$ cat src/rtl/round_sched_pkg.sv
// Shared definitions for the round-robin rounding scheduler: rounding-mode
// encodings, the output-register FSM states and the per-mode increment rule.
package round_defs;

  typedef logic [2:0] round_mode_t;

  localparam round_mode_t IEEE_NEAR = 3'd0;
  localparam round_mode_t IEEE_ZERO = 3'd1;
  localparam round_mode_t IEEE_PINF = 3'd2;
  localparam round_mode_t IEEE_NINF = 3'd3;
  localparam round_mode_t NEAR_UP   = 3'd4;
  localparam round_mode_t AWAY_ZERO = 3'd5;

  localparam int STAT_W = 16;

  typedef enum logic {
    EMPTY = 1'b0,
    FULL  = 1'b1
  } sched_state_t;

  // Unlisted codes fall back to round-to-nearest-even.
  function automatic logic round_inc(input round_mode_t mode, input logic sign,
                                     input logic guard, input logic sticky,
                                     input logic lsb);
    logic inc;
    case (mode)
      IEEE_ZERO: inc = 1'b0;
      IEEE_PINF: inc = !sign && (guard || sticky);
      IEEE_NINF: inc = sign && (guard || sticky);
      NEAR_UP:   inc = guard;
      AWAY_ZERO: inc = guard || sticky;
      default:   inc = guard && (sticky || lsb);
    endcase
    return inc;
  endfunction

endpackage

$ cat src/rtl/round_sched_rr.sv
// Round-robin picker: first asserted valid at or after rr_ptr_i, wrapping to 0.
// The grant is qualified by can_accept_i; the winner index is always computed.
module round_sched_rr #(
  parameter  int N_REQ = 2,
  localparam int ID_W  = $clog2(N_REQ)
) (
  input  logic [N_REQ-1:0] valid_i,
  input  logic [ID_W-1:0]  rr_ptr_i,
  input  logic             can_accept_i,
  output logic [N_REQ-1:0] grant_o,
  output logic [ID_W-1:0]  winner_o,
  output logic             grant_vld_o
);

  always_comb begin : pick
    logic found;
    int   idx;
    // NOTE: every output of a combinational block gets a default before any
    // conditional assignment, otherwise synthesis infers a latch.
    found       = 1'b0;
    idx         = 0;
    winner_o    = '0;
    grant_o     = '0;
    for (int k = 0; k < N_REQ; k++) begin
      idx = int'(rr_ptr_i) + k;
      if (idx >= N_REQ) idx = idx - N_REQ;
      if (!found && valid_i[idx]) begin
        found    = 1'b1;
        winner_o = ID_W'(idx);
      end
    end
    grant_vld_o = found && can_accept_i;
    if (grant_vld_o) grant_o[winner_o] = 1'b1;
  end

endmodule

$ cat src/rtl/round_sched.sv
// Shared mantissa rounder with round-robin arbitration and a one-entry output
// register. Optional grant/inexact statistics are enabled by ROUND_SCHED_STATS_EN.
module round_sched
  import round_defs::*;
#(
  parameter  int N_REQ  = 2,
  parameter  int MANT_W = 24,
  parameter  int EXP_W  = 10,
  localparam int ID_W   = $clog2(N_REQ)
) (
  input  logic                    clk,
  input  logic                    rst,
  input  logic [N_REQ-1:0]        req_valid,
  output logic [N_REQ-1:0]        req_ready,
  input  logic [N_REQ*MANT_W-1:0] req_mant,
  input  logic [N_REQ*EXP_W-1:0]  req_exp,
  input  logic [N_REQ-1:0]        req_guard,
  input  logic [N_REQ-1:0]        req_sticky,
  input  logic [N_REQ-1:0]        req_sign,
  input  logic [N_REQ*3-1:0]      req_round,
  output logic                    out_valid,
  input  logic                    out_ready,
  output logic [ID_W-1:0]         out_id,
  output logic [MANT_W-1:0]       out_mant,
  output logic [EXP_W-1:0]        out_exp,
`ifdef ROUND_SCHED_STATS_EN
  output logic [N_REQ*STAT_W-1:0] stat_grants,
  output logic [STAT_W-1:0]       stat_inexact,
`endif
  output logic                    out_inexact
);

  sched_state_t      state_q, state_d;
  logic [ID_W-1:0]   rr_ptr_q, rr_ptr_d;
  logic [ID_W-1:0]   out_id_q, out_id_d;
  logic [MANT_W-1:0] out_mant_q, out_mant_d;
  logic [EXP_W-1:0]  out_exp_q, out_exp_d;
  logic              out_inexact_q, out_inexact_d;

  logic              can_accept;
  logic              grant_vld;
  logic [ID_W-1:0]   winner;
  logic [N_REQ-1:0]  grant;

  // Accepting while FULL is allowed when the consumer drains in the same cycle.
  assign can_accept = !rst && ((state_q == EMPTY) || out_ready);

  round_sched_rr #(.N_REQ(N_REQ)) u_rr (
    .valid_i     (req_valid),
    .rr_ptr_i    (rr_ptr_q),
    .can_accept_i(can_accept),
    .grant_o     (grant),
    .winner_o    (winner),
    .grant_vld_o (grant_vld)
  );

  assign req_ready = grant;

  logic [MANT_W-1:0] sel_mant;
  logic [EXP_W-1:0]  sel_exp;
  logic              sel_guard, sel_sticky, sel_sign;
  round_mode_t       sel_round;
  logic              inc;
  logic [MANT_W:0]   sum;
  logic [MANT_W-1:0] rnd_mant;
  logic [EXP_W-1:0]  rnd_exp;

  assign sel_mant   = req_mant[int'(winner)*MANT_W +: MANT_W];
  assign sel_exp    = req_exp[int'(winner)*EXP_W +: EXP_W];
  assign sel_round  = req_round[int'(winner)*3 +: 3];
  assign sel_guard  = req_guard[winner];
  assign sel_sticky = req_sticky[winner];
  assign sel_sign   = req_sign[winner];

  assign inc      = round_inc(sel_round, sel_sign, sel_guard, sel_sticky, sel_mant[0]);
  assign sum      = {1'b0, sel_mant} + (MANT_W+1)'(inc);
  // A carry-out can only come from an all-ones mantissa, so sum>>1 is 100..0.
  assign rnd_mant = sum[MANT_W] ? sum[MANT_W:1] : sum[MANT_W-1:0];
  assign rnd_exp  = sel_exp + EXP_W'(sum[MANT_W]);

  always_comb begin
    state_d       = state_q;
    rr_ptr_d      = rr_ptr_q;
    out_id_d      = out_id_q;
    out_mant_d    = out_mant_q;
    out_exp_d     = out_exp_q;
    out_inexact_d = out_inexact_q;
    case (state_q)
      EMPTY:   if (grant_vld) state_d = FULL;
      FULL:    if (out_ready && !grant_vld) state_d = EMPTY;
      default: state_d = EMPTY;
    endcase
    if (grant_vld) begin
      rr_ptr_d      = (winner == ID_W'(N_REQ-1)) ? '0 : winner + ID_W'(1);
      out_id_d      = winner;
      out_mant_d    = rnd_mant;
      out_exp_d     = rnd_exp;
      out_inexact_d = sel_guard | sel_sticky;
    end
  end

  // NOTE: sequential state is updated only with non-blocking assignments so
  // every register samples the pre-edge value of its inputs.
  always_ff @(posedge clk) begin
    if (rst) begin
      state_q       <= EMPTY;
      rr_ptr_q      <= '0;
      out_id_q      <= '0;
      out_mant_q    <= '0;
      out_exp_q     <= '0;
      out_inexact_q <= 1'b0;
    end else begin
      state_q       <= state_d;
      rr_ptr_q      <= rr_ptr_d;
      out_id_q      <= out_id_d;
      out_mant_q    <= out_mant_d;
      out_exp_q     <= out_exp_d;
      out_inexact_q <= out_inexact_d;
    end
  end

  assign out_valid   = (state_q == FULL);
  assign out_id      = out_id_q;
  assign out_mant    = out_mant_q;
  assign out_exp     = out_exp_q;
  assign out_inexact = out_inexact_q;

`ifdef ROUND_SCHED_STATS_EN
  localparam logic [STAT_W-1:0] STAT_MAX = '1;

  logic [N_REQ-1:0][STAT_W-1:0] grant_cnt_q;
  logic [STAT_W-1:0]            inexact_cnt_q;

  // Inexact results are counted when the consumer takes them, not at grant.
  always_ff @(posedge clk) begin
    if (rst) begin
      grant_cnt_q   <= '0;
      inexact_cnt_q <= '0;
    end else begin
      for (int i = 0; i < N_REQ; i++) begin
        if (grant[i] && grant_cnt_q[i] != STAT_MAX)
          grant_cnt_q[i] <= grant_cnt_q[i] + STAT_W'(1);
      end
      if (out_valid && out_ready && out_inexact_q && inexact_cnt_q != STAT_MAX)
        inexact_cnt_q <= inexact_cnt_q + STAT_W'(1);
    end
  end

  assign stat_grants  = grant_cnt_q;
  assign stat_inexact = inexact_cnt_q;
`endif

endmodule

$ cat config.mk
export PLATFORM = sky130hd
export DESIGN_NAME = round_sched
export DESIGN_NICKNAME = d
export VERILOG_FILES = /design/src/rtl/round_sched_pkg.sv /design/src/rtl/round_sched_rr.sv /design/src/rtl/round_sched.sv
export SDC_FILE = /design/constraint.sdc
export NUM_CORES = 1
export LEC_CHECK = 0
export BUFFER_PORTS_ARGS = -buffer_cell sky130_fd_sc_hd__buf_2
export CORE_MARGIN = 2
export CORE_UTILIZATION = 50
export DETAILED_ROUTE_END_ITERATION = 6
export GPL_TIMING_DRIVEN = 0
export PLACE_DENSITY_LB_ADDON = 0.12
export SYNTH_ARGS = -nofsm -noshare
export SYNTH_HDL_FRONTEND = slang
export SYNTH_SLANG_ARGS = --single-unit
$ cat constraint.sdc
create_clock -name clk -period 10.5 [get_ports clk]
set_input_delay 0 -clock clk [delete_from_list [all_inputs] [get_ports clk]]
set_output_delay 0 -clock clk [all_outputs]
set_load 0.02 [all_outputs]
==> metrics.txt <==
status completed; effective utilization at floorplan 0.5221; total congestion overflow 0; Fin. Hold Viols 0; Cell Rows 27; Post-synth EDFFs 0; CTS Buffer Depth 2; placed cell areas 3616 sq um; cells after synthesis 368; DR pass1 iterations 5; crit end category flip-flop; setup slack after layout 5.670 ns; VDD IR-drop max 70.51 uV; Worst EP arrival 5.00 ns; IO buf count between 100 and 150; post-CTS sizing 0; cts bufs inserted 5; # IOs between 100 and 150; Max Fclk 207.0 MHz; initial antenna violation count 0; total of max-cap violations 0; # DRC 0; fin area 3705 sq um; clk_skew around 0.0043 ns; Syn Area/Cell 7.908 sq um; clock root buffer clkbuf_8; RD Place Congestion 0.9054; Post-Route WL ~9600 um; Worst Setup Path Type reg -> reg; CTS clk-pin slew, worst paths about 0.080 ns; fin crit share 0.4600; pin slew with the least headroom to its limit 0.7636 ns; Setup Slack @ Placement 5.712 ns; Period minus WS final about 4.8 ns; Pwr per Cell Area 108.8 nW/um^2; Setup-failing EPs final 0; nets 588; total clock sinks 38; Final Total Pwr ~400 uW; Avg WL per Cell roughly 17 um; first-iteration detailed-routing DRC count 200; Synth async-reset ratio 0; RSZ-0062 raised after global routing no; CTS H-tree lvls 2; # diodes 0; HPWL Detailed 7324 um; critical path peak fanout 10; sequential area share after synthesis 0.2614; CP required 10.67 ns; Layout area overhead 27.30%; Syn. warnings 0; Worst Setup Start Kind flip-flop; clk_lat worst skew 0.29 ns; vias per inst 5.956; HP Class in -> reg; slew margin rel. 0.4890; Netlist cell types 53; Final Max Tran Viols 0; Main synth FF type dfxtp_1; Post-Syn Area approximately 2900 sq um; die area 6446 sq um; fraction of layout cells with a size suffix above 1 0.3186; GRT Total Usage 0.2989; most common cell after layout, fill and taps aside buf_2; TritonCTS clock tree built; pin count of the biggest net entering global routing 12; Die W around 80 um; register bit count reported by yosys 38; most frequent cells in the layout buf_2, nand2_1, dfxtp_1; Vias 3401; global-route wire length before repair 14890 um; Leak 0.001731 uW; setup tns final 0 ns; Antenna Nets Post-Route 0; vias in the first global route 3071; synthesized net count between 400 and 500; core region area approximately 5600 sq um; Die H 80.29 um
==> metal layers <==
metal | GRT usage | part of all wire | vias to the layer above
met5 | 0 | 0 | -
met4 | 0.07119 | 0.012 | 0
met3 | 0.05169 | 0.076 | 13
met2 | 0.5200 | 0.47 | 170
met1 | 0.3828 | 0.44 | 1590
li1 | - | - | 1628
==> registers in the layout (all words and copies together), names as in the netlist <==
register     cells
out_id           1
out_inexact      1
out_mant        24
out_valid        1
rr_ptr_q         1
out_exp         10
==> final timing paths <==
kind	startpoint	end	slack (ns)	depth (start not counted)
max	rr_ptr_q$_SDFFE_PP0P_	out_exp[6]$_SDFFE_PP0P_	5.67	20
min	out_ready	out_valid$_SDFF_PP0_	0.08	4
min reg2reg	out_mant[5]$_SDFFE_PP0P_	out_mant[5]$_SDFFE_PP0P_	0.45	2
max reg2reg	rr_ptr_q$_SDFFE_PP0P_	out_exp[6]$_SDFFE_PP0P_	5.67	20
==> cells by family after synthesis <==
family / Yosys count / share of synthesized area
and+or+nand+nor: 143 / 0.2515
AOI/OAI and AO/OA: 94 / 0.2167
DFF: 38 / 0.2614
muxes: 34 / 0.1200
xor gates and xnor gates: 30 / 0.09028
buffers and inverters: 25 / 0.04299
adders and majority gates: 4 / 0.01720
==> cell usage after synthesis, drive strengths merged, types with 3 or more instances <==
| master | instances | share of area |
|---|---|---|
| nand2 | 45 | 0.061 |
| dfxtp | 38 | 0.26 |
| nand3 | 30 | 0.052 |
| a21oi | 28 | 0.049 |
| mux2i | 27 | 0.093 |
| o21ai | 27 | 0.046 |
| nor2 | 22 | 0.031 |
| xor2 | 18 | 0.054 |
| nor3 | 17 | 0.031 |
| xnor2 | 12 | 0.036 |
| buf | 10 | 0.024 |
| clkbuf | 10 | 0.013 |
| nand4 | 10 | 0.032 |
| a31oi | 7 | 0.015 |
| mux2 | 7 | 0.027 |
| or3 | 6 | 0.013 |
| a32oi | 5 | 0.015 |
| inv | 5 | 0.0064 |
| a22o | 4 | 0.012 |
| ha | 4 | 0.017 |
| a32o | 3 | 0.010 |
| o31ai | 3 | 0.0077 |
==> report_power, final <==
part | switching (uW) | leakage (uW) | internal (uW)
logic | 86.3 | 0.00137 | 53.5
registers | 6.66 | 0.000315 | 158
clock network | 54.4 | 0.0000438 | 44.7
==> worst max-delay path, stage by stage (launching register included) <==
cell and delay [ns]:
dfxtp_1 0.32, nand2b_1 0.13, buf_4 0.18, nand2_4 0.19, buf_2 0.37, mux2_2 0.42, o32ai_1 0.29, a2bb2oi_1 0.18
ha_1 0.24, ha_1 0.16, buf_2 0.17, nand2_1 0.11, nor3_2 0.29, a32o_1 0.32, nand4_4 0.16, inv_2 0.16
ha_1 0.19, ha_1 0.22, nor4b_1 0.33, xor2_1 0.18, o21ai_0 0.08
==> repair_timing <==
item,4_1_cts,5_1_grt
buffers inserted,0,0
endpoints found under the hold margin,1,0
hold buffers,1,0
==> cell type report <==
cell class                      count  area, sq um
Multi-Input combinational cell    305         2024
Fill cell                         523         1869
Sequential cell                    38        760.7
Timing Repair Buffer              124        625.6
Buffer                             20        106.4
Tap cell                           72        90.09
Clock buffer                        5        68.82
Inverter                            5        18.77
Clock inverter                      2        10.01
==> through the flow <==
step                        util  cells  hold slack (ns)
final                     0.6646    571          0.08096
after global routing      0.6646    571           0.1188
after CTS                 0.6646    571          0.08359
after detailed placement  0.6487    563           0.2731
after global placement    0.6487    563           0.2663
after floorplan                -    368           0.1246
Power figures use the tool's default switching activity.
